===== src/rtl/sram_port_arbiter.sv =====
`default_nettype none
// =============================================================================
// sram_port_arbiter: two-port SRAM access arbiter, port 0 priority by default;
// ARB_STARVE_GUARD_EN adds a port-1 starvation guard.  Rev 1.0
// =============================================================================
module sram_port_arbiter #(
  parameter int STARVE_LIMIT = 4,
  parameter int CNT_W        = 16
) (
  input  logic             clk,
  input  logic             rst_n,
  input  logic             i_p0_req,
  input  logic             i_p0_we,
  input  logic [3:0]       i_p0_be,
  input  logic [31:0]      i_p0_addr,
  input  logic [31:0]      i_p0_wdata,
  input  logic             i_p1_req,
  input  logic             i_p1_we,
  input  logic [3:0]       i_p1_be,
  input  logic [31:0]      i_p1_addr,
  input  logic [31:0]      i_p1_wdata,
  output logic             o_p0_gnt,
  output logic             o_p1_gnt,
  output logic             o_p0_rvalid,
  output logic             o_p1_rvalid,
  output logic [31:0]      o_p0_rdata,
  output logic [31:0]      o_p1_rdata,
  output logic             o_sram_cen,
  output logic             o_sram_wen,
  output logic [3:0]       o_sram_ben,
  output logic [31:0]      o_sram_addr,
  output logic [31:0]      o_sram_din,
  input  logic [31:0]      i_sram_dout,
  output logic [CNT_W-1:0] o_stall_cnt
);

  typedef enum logic [1:0] {
    RSP_NONE = 2'd0,
    RSP_P0   = 2'd1,
    RSP_P1   = 2'd2
  } rsp_e;

  rsp_e             r_rsp;
  rsp_e             w_rsp_nxt;
  logic             r_active;
  logic             w_gnt_en;
  logic             w_force_p1;
  logic             w_p0_stall;
  logic [CNT_W-1:0] r_stall;

  if ((STARVE_LIMIT < 1) || (STARVE_LIMIT > 15)) begin : g_limit_check
    $error("STARVE_LIMIT must lie in 1..15");
  end

  // Grants stay off while in reset and for the first cycle after it.
  always_ff @(posedge clk) begin
    r_active <= rst_n;
  end

  assign w_gnt_en = rst_n & r_active;

`ifdef ARB_STARVE_GUARD_EN
  localparam logic [3:0] c_starve_limit = 4'(STARVE_LIMIT);

  logic [3:0] r_starve;

  assign w_force_p1 = i_p1_req & (r_starve == c_starve_limit);

  always_ff @(posedge clk) begin
    if (!rst_n) begin
      r_starve <= 4'd0;
    end else if (!i_p1_req || o_p1_gnt) begin
      r_starve <= 4'd0;
    end else if (r_starve != c_starve_limit) begin
      r_starve <= r_starve + 4'd1;
    end
  end
`else
  assign w_force_p1 = 1'b0;
`endif

  always_comb begin
    o_p0_gnt = 1'b0;
    o_p1_gnt = 1'b0;
    if (w_gnt_en) begin
      if (w_force_p1) begin
        o_p1_gnt = 1'b1;
      end else if (i_p0_req) begin
        o_p0_gnt = 1'b1;
      end else if (i_p1_req) begin
        o_p1_gnt = 1'b1;
      end
    end
  end

  always_comb begin
    o_sram_cen  = 1'b1;
    o_sram_wen  = 1'b1;
    o_sram_ben  = 4'hF;
    o_sram_addr = 32'd0;
    o_sram_din  = 32'd0;
    if (o_p0_gnt) begin
      o_sram_cen  = 1'b0;
      o_sram_wen  = ~i_p0_we;
      o_sram_ben  = ~i_p0_be;
      o_sram_addr = i_p0_addr;
      o_sram_din  = i_p0_wdata;
    end else if (o_p1_gnt) begin
      o_sram_cen  = 1'b0;
      o_sram_wen  = ~i_p1_we;
      o_sram_ben  = ~i_p1_be;
      o_sram_addr = i_p1_addr;
      o_sram_din  = i_p1_wdata;
    end
  end

  // Response tag: which port owns the SRAM data appearing next cycle.
  always_ff @(posedge clk) begin
    if (!rst_n) begin
      r_rsp <= RSP_NONE;
    end else begin
      r_rsp <= w_rsp_nxt;
    end
  end

  always_comb begin
    w_rsp_nxt = RSP_NONE;
    if (o_p0_gnt && !i_p0_we) begin
      w_rsp_nxt = RSP_P0;
    end else if (o_p1_gnt && !i_p1_we) begin
      w_rsp_nxt = RSP_P1;
    end
  end

  assign o_p0_rvalid = rst_n & (r_rsp == RSP_P0);
  assign o_p1_rvalid = rst_n & (r_rsp == RSP_P1);
  assign o_p0_rdata  = o_p0_rvalid ? i_sram_dout : 32'd0;
  assign o_p1_rdata  = o_p1_rvalid ? i_sram_dout : 32'd0;

  assign w_p0_stall = i_p0_req & ~o_p0_gnt;

  always_ff @(posedge clk) begin
    if (!rst_n) begin
      r_stall <= '0;
    end else if (w_p0_stall && (r_stall != '1)) begin
      r_stall <= r_stall + CNT_W'(1);
    end
  end

  assign o_stall_cnt = r_stall;

endmodule
`default_nettype wire


===== config.mk =====
export PLATFORM = sky130hd
export DESIGN_NAME = sram_port_arbiter
export DESIGN_NICKNAME = d
export VERILOG_FILES = /design/src/rtl/sram_port_arbiter.sv
export SDC_FILE = /design/constraint.sdc
export NUM_CORES = 1
export LEC_CHECK = 0
export ABC_AREA = 0
export CAP_MARGIN = 5
export CORE_AREA = 5 5 124 126
export CTS_CLUSTER_DIAMETER = 60
export DETAILED_ROUTE_END_ITERATION = 16
export DIE_AREA = 0 0 129 131
export MAX_ROUTING_LAYER = met4
export PLACE_DENSITY = 0.54
export SLEW_MARGIN = 5
export SYNTH_ARGS = -nofsm -noshare
export SYNTH_HDL_FRONTEND = slang
export SYNTH_SLANG_ARGS = --single-unit

===== constraint.sdc =====
create_clock -name clk -period 3.19 [get_ports clk]
set_input_delay 0.957 -clock clk [delete_from_list [all_inputs] [get_ports clk]]
set_output_delay 0.957 -clock clk [all_outputs]
set_load 0.03 [all_outputs]

After elaboration in Yosys (flattened, before gate mapping)

Index checks and enable logic that the tools add are counted.

$add $sub $neg: 1
Multipliers: 0
Divide/modulo/power cells: 0
Order comparisons: 0
Eq/ne operators: 3
Shift operators: 0
Muxes and demuxes: 19
Bitwise operators: 10
Reduce and logical (&&, ||, !) cells: 6

Operators with widths:

| kind                    | number |
|---|---|
| $mux W32                | 6 |
| $add A16 B1 Y16 const B | 1 |
| $ne A16 B16 Y1 const B  | 1 |
| $mux W1                 | 10 |
| $mux W4                 | 2 |
| $not A4 Y4              | 2 |
| $and A1 B1 Y1           | 4 |
| $not A1 Y1              | 4 |
| $logic_and A1 B1 Y1     | 3 |
| $eq A2 B1 Y1 const B    | 1 |
| $eq A2 B2 Y1 const B    | 1 |
| $logic_not A1 Y1        | 2 |
| $mux W2                 | 1 |
| $reduce_or A2 Y1        | 1 |

Flip-flop bits (word level): 19
Bits in latches: 0
Memory bits (writable): 0
ROM bits: 0
Input port bits: 174
Output and inout bits: 154
Word-level logic and storage cells: 43
Memories: 0

Depth between registers and ports, before layout

Word-level depth: 6
Depth in mapped cells: 6
Gate-level depth less buffers: 5

Worst setup path after synthesis

No wires, ideal clock.

Kind: input port to output port
From: input rst_n
To: output o_sram_addr[27]
Arrival time: 2.450 ns
Path slack: -0.217 ns
Stages on the path: 5
Cells stage by stage: clkbuf_1 and3_1 clkbuf_1 clkbuf_1 a22o_1

Longest elaborated chain between the ends: 4
Elaborated cells on any way between the ends: 5
Classes of those cells: mux (4); bitwise (1)

RTL lines:

| item            | RTL line | RTL |
|---|---|---|
| start, declared | 11       | `input logic rst_n,` |
| $and A1 B1 Y1   | 60       | `assign w_gnt_en = rst_n & r_active;` |
| $mux W1         | 85       | `if (w_gnt_en) begin` |
| net o_p1_gnt    | 23       | `output logic o_p1_gnt,` |
| $mux W32        | 108      | `end else if (o_p1_gnt) begin` |
| $mux W32        | 102      | `if (o_p0_gnt) begin` |
| end, declared   | 31       | `output logic [31:0] o_sram_addr,` |

The timed path passes the listed nets, and every way through them passes these cells.

Worst setup path in the final report

From: input rst_n
To: output o_sram_ben[3]

Longest elaborated chain between the ends: 4
Elaborated cells on any way between the ends: 5
Classes of those cells: mux (4); bitwise (1)

RTL lines:

| item              | RTL line | RTL |
|---|---|---|
| $and A1 B1 Y1 (*) | 60       |  |
| $mux W1           | 85       |  |
| $mux W4           | 108      |  |
| $mux W4 (*)       | 102      |  |
| end, declared     | 30       | `output logic [3:0] o_sram_ben,` |

Every way passes the cells marked *; elsewhere a longest branch is shown, timed or not.

==> impl_metrics.py <==
metrics = {
    "run_status": {
        "status": "completed",
    },
    "cts": {
        "cts.clk_slew.worst_paths_ns": 0.06,
        "clkLatencyLatePin_ns": 0.25,
        "cts.path.max_buffers": 2,
        "cts_sinks": 19,
        "cts_tree": "built",
        "cts-root-buf": "clkbuf_16",
        "cts_buffers": 3,
        "htreeDepth": 1,
    },
    "worst_setup_path": {
        "crit_top_cell": "buf_4",
        "cp_max_fo": 7,
        "crit_buf_inv": 5,
        "reg2reg_from": "o_stall_cnt[4]",
        "worstSetupEndpointType": "output port",
        "critical-path-top-delay-family": "buffers and inverters",
        "critPathSlowestCell": "a22oi_2",
        "crit_path_start_kind": "input pin",
        "slowest_delay_ns": 0.27,
        "crit_start": "rst_n",
        "path_cells": "buf_2 -> buf_4 -> and3_4 -> buf_4 -> buf_4 -> a22oi_2 -> buf_6",
        "setup.worst_path.class": "in -> out",
        "cp.arrival_ns": 2.21,
        "critPathRequiredTime_ns": 2.23,
    },
    "synthesis": {
        "synth_cells": 264,
        "synth_top_area_share_pct": 28.5,
        "syn_area_per_cell_sq_um": 7.55,
        "ys_types": 36,
        "ys_warn_count": 0,
        "synth_area_sq_mm": 0.00199,
        "ys_ff_latch": 19,
        "synthesis.nets": 439,
        "synth.area.top_cells": "a22o_1, and2_1, dfxtp_1",
        "yosysSeqAreaShare_pct": 19.1,
        "synth_top_area_cell": "a22o_1",
    },
    "finish": {
        "register_area_sq_um": 380,
        "multiInputGateArea_sq_mm": 0.00165,
        "nNetsFinal": 779,
        "n_antenna_cell": 0,
        "layout_commonest_cell": "clkdlybuf4s50_1",
        "fillCellCount": 1454,
        "drive_above_1_share_pct": 33.0,
        "mostFrequentLayoutCells": "clkdlybuf4s50_1, buf_4, and2_1",
        "area.growth.synth_to_final_pct": 208,
        "fin_area_sq_mm": 0.00613,
    },
    "sta": {
        "max_freq_ghz": 0.316,
        "fin_setup_tns_ns": 0,
        "worst_hold_slack_ns": 0.501,
        "setup_ws_ns": 0.0206,
        "period_share_pct": 99.4,
        "finalSetupViolCount": 0,
        "hold_viol": 0,
        "tightest_slew_ns": 0.482,
        "maxSlewHeadroom_pct": 67.6,
        "rsz0062_at_grt": "false",
        "skew_ns": 0.00103,
        "maxSlewViolCount": 0,
        "period_minus_slack_ns": 3.17,
    },
    "placement": {
        "place_ws_ns": -0.360,
        "post_dp_cell_area_sq_mm": 0.00564,
        "post-dp-hpwl_mm": 13.2,
        "gp_congestion": 0.898,
        "numPortBuffers": 327,
    },
    "die": {
        "rows": 44,
        "io_pins": 328,
        "die_x_um": 129,
        "floorplan.initialDensity_pct": 14.0,
        "fp.dieH_um": 131,
        "core_area_sq_mm": 0.0142,
        "dieArea_sq_mm": 0.0169,
    },
    "detailed_routing": {
        "wl_mm": 16.0,
        "antenna_left": 0,
        "drtIter0Drc": 110,
        "routedWlPerCell_um": 20.3,
        "vias": 3516,
        "vias_per_cell": 4.47,
        "drt_first_pass_iters": 4,
        "drc": 0,
    },
    "global_route": {
        "grt_pass1_wl_mm": 21.7,
        "gr-usage-all-layers_pct": 17.2,
        "grt.overflow.total": 0,
        "grt_pass1_vias": 3607,
        "antenna_found_initial": 0,
        "grt_max_degree": 34,
    },
    "job": {
        "max-cap-violations": 0,
    },
    "power": {
        "leakage_uw": 0.00261,
        "irDropWorstVdd_mv": 0.207,
        "pwr_density_cell_mw_per_mm2": 179,
        "p_total_uw": 1100,
    },
    "worst_hold_path": {
        "min_from": "o_stall_cnt[10]",
        "hold_class": "reg -> reg",
    },
}
[what timing repair did]
action / CTS / global route
hold buffers: 0 / 0
setup endpoints to repair: 136 / 53
resized for setup: 53 / 3
gates cloned: 6 / 0
pin swaps: 4 / 1
buffers inserted: 7 / 0
[cells by family after synthesis]
logic type	count (synthesis)	synth area share (%)
compound gates	100	39.4
fa+ha+maj	1	0.627
buf+inv	27	5.14
flops	19	19.1
mux	2	1.00
simple gates	115	34.8
[power breakdown]
group	internal, uW	total (uW)	leakage (uW)	switching, uW
registers	240	245	0.000154	4.56
logic	357	590	0.00242	233
clock network	168	260	0.0000409	92.4
total	765	1100	0.00261	330
[routing by layer]
layer	wire length (um)	vias to the layer above	track usage (%)
met3	1170	18	3.58
met5	0	-	-
met2	8190	203	30.0
met4	374	0	3.95
li1	-	1686	-
met1	6240	1609	20.5
[cell type report]
type | instances | area share, %
Timing Repair Buffer | 359 | 61.8
Multi-Input combinational cell | 219 | 26.8
Sequential cell | 19 | 6.20
Tap cell | 184 | 3.75
Clock buffer | 3 | 1.22
Inverter | 2 | 0.122
Clock inverter | 1 | 0.0816
[cell usage after synthesis (all sizes together)]
cell and instances:
and4b 1, o311a 1, a21bo 1, and2b 1, or4b 1, a311oi 1, and2 64, nand3 7
nor3b 1, a22o 65, and4 2, nand2 9, a31oi 2, dfxtp 19, a21oi 11, clkbuf 24
o21ai 9, a21boi 1, o31ai 3, inv 2, nor3 2, nand2b 1, a211oi 1, or4 3
nor2b 2, o211ai 1, a22oi 4, nor4 1, nor2 6, or2 1, buf 1, ha 1
or3 6, nand4 4, mux2i 2, and3 3
[per-stage QoR]
stage               std cells  utilization (%)
floorplan                 264                -
global placement          770             39.7
detailed placement        770             39.7
CTS                       787             43.2
global route              787             43.2
finish                    787             43.2
[path summary, 6_finish.rpt]
| kind | endpoint | slack, ns | cells after the start |
|---|---|---|---|
| min | o_stall_cnt[10] | 0.50 | 2 |
| max reg2reg | o_stall_cnt[13] | 1.32 | 4 |
| min reg2reg | o_stall_cnt[10] | 0.50 | 2 |
| max | o_sram_ben[3] | 0.02 | 7 |
[worst min-delay path, stage by stage, from the launching register on]
cell	delay, ns
dfxtp_1	0.33
nand2_1	0.06
mux2i_1	0.05
[flip-flops by register name, indices dropped and copies added (netlist names)]
| name | count |
|---|---|
| r_rsp | 2 |
| r_active | 1 |
| o_stall_cnt | 16 |
Power figures use the tool's default switching activity.
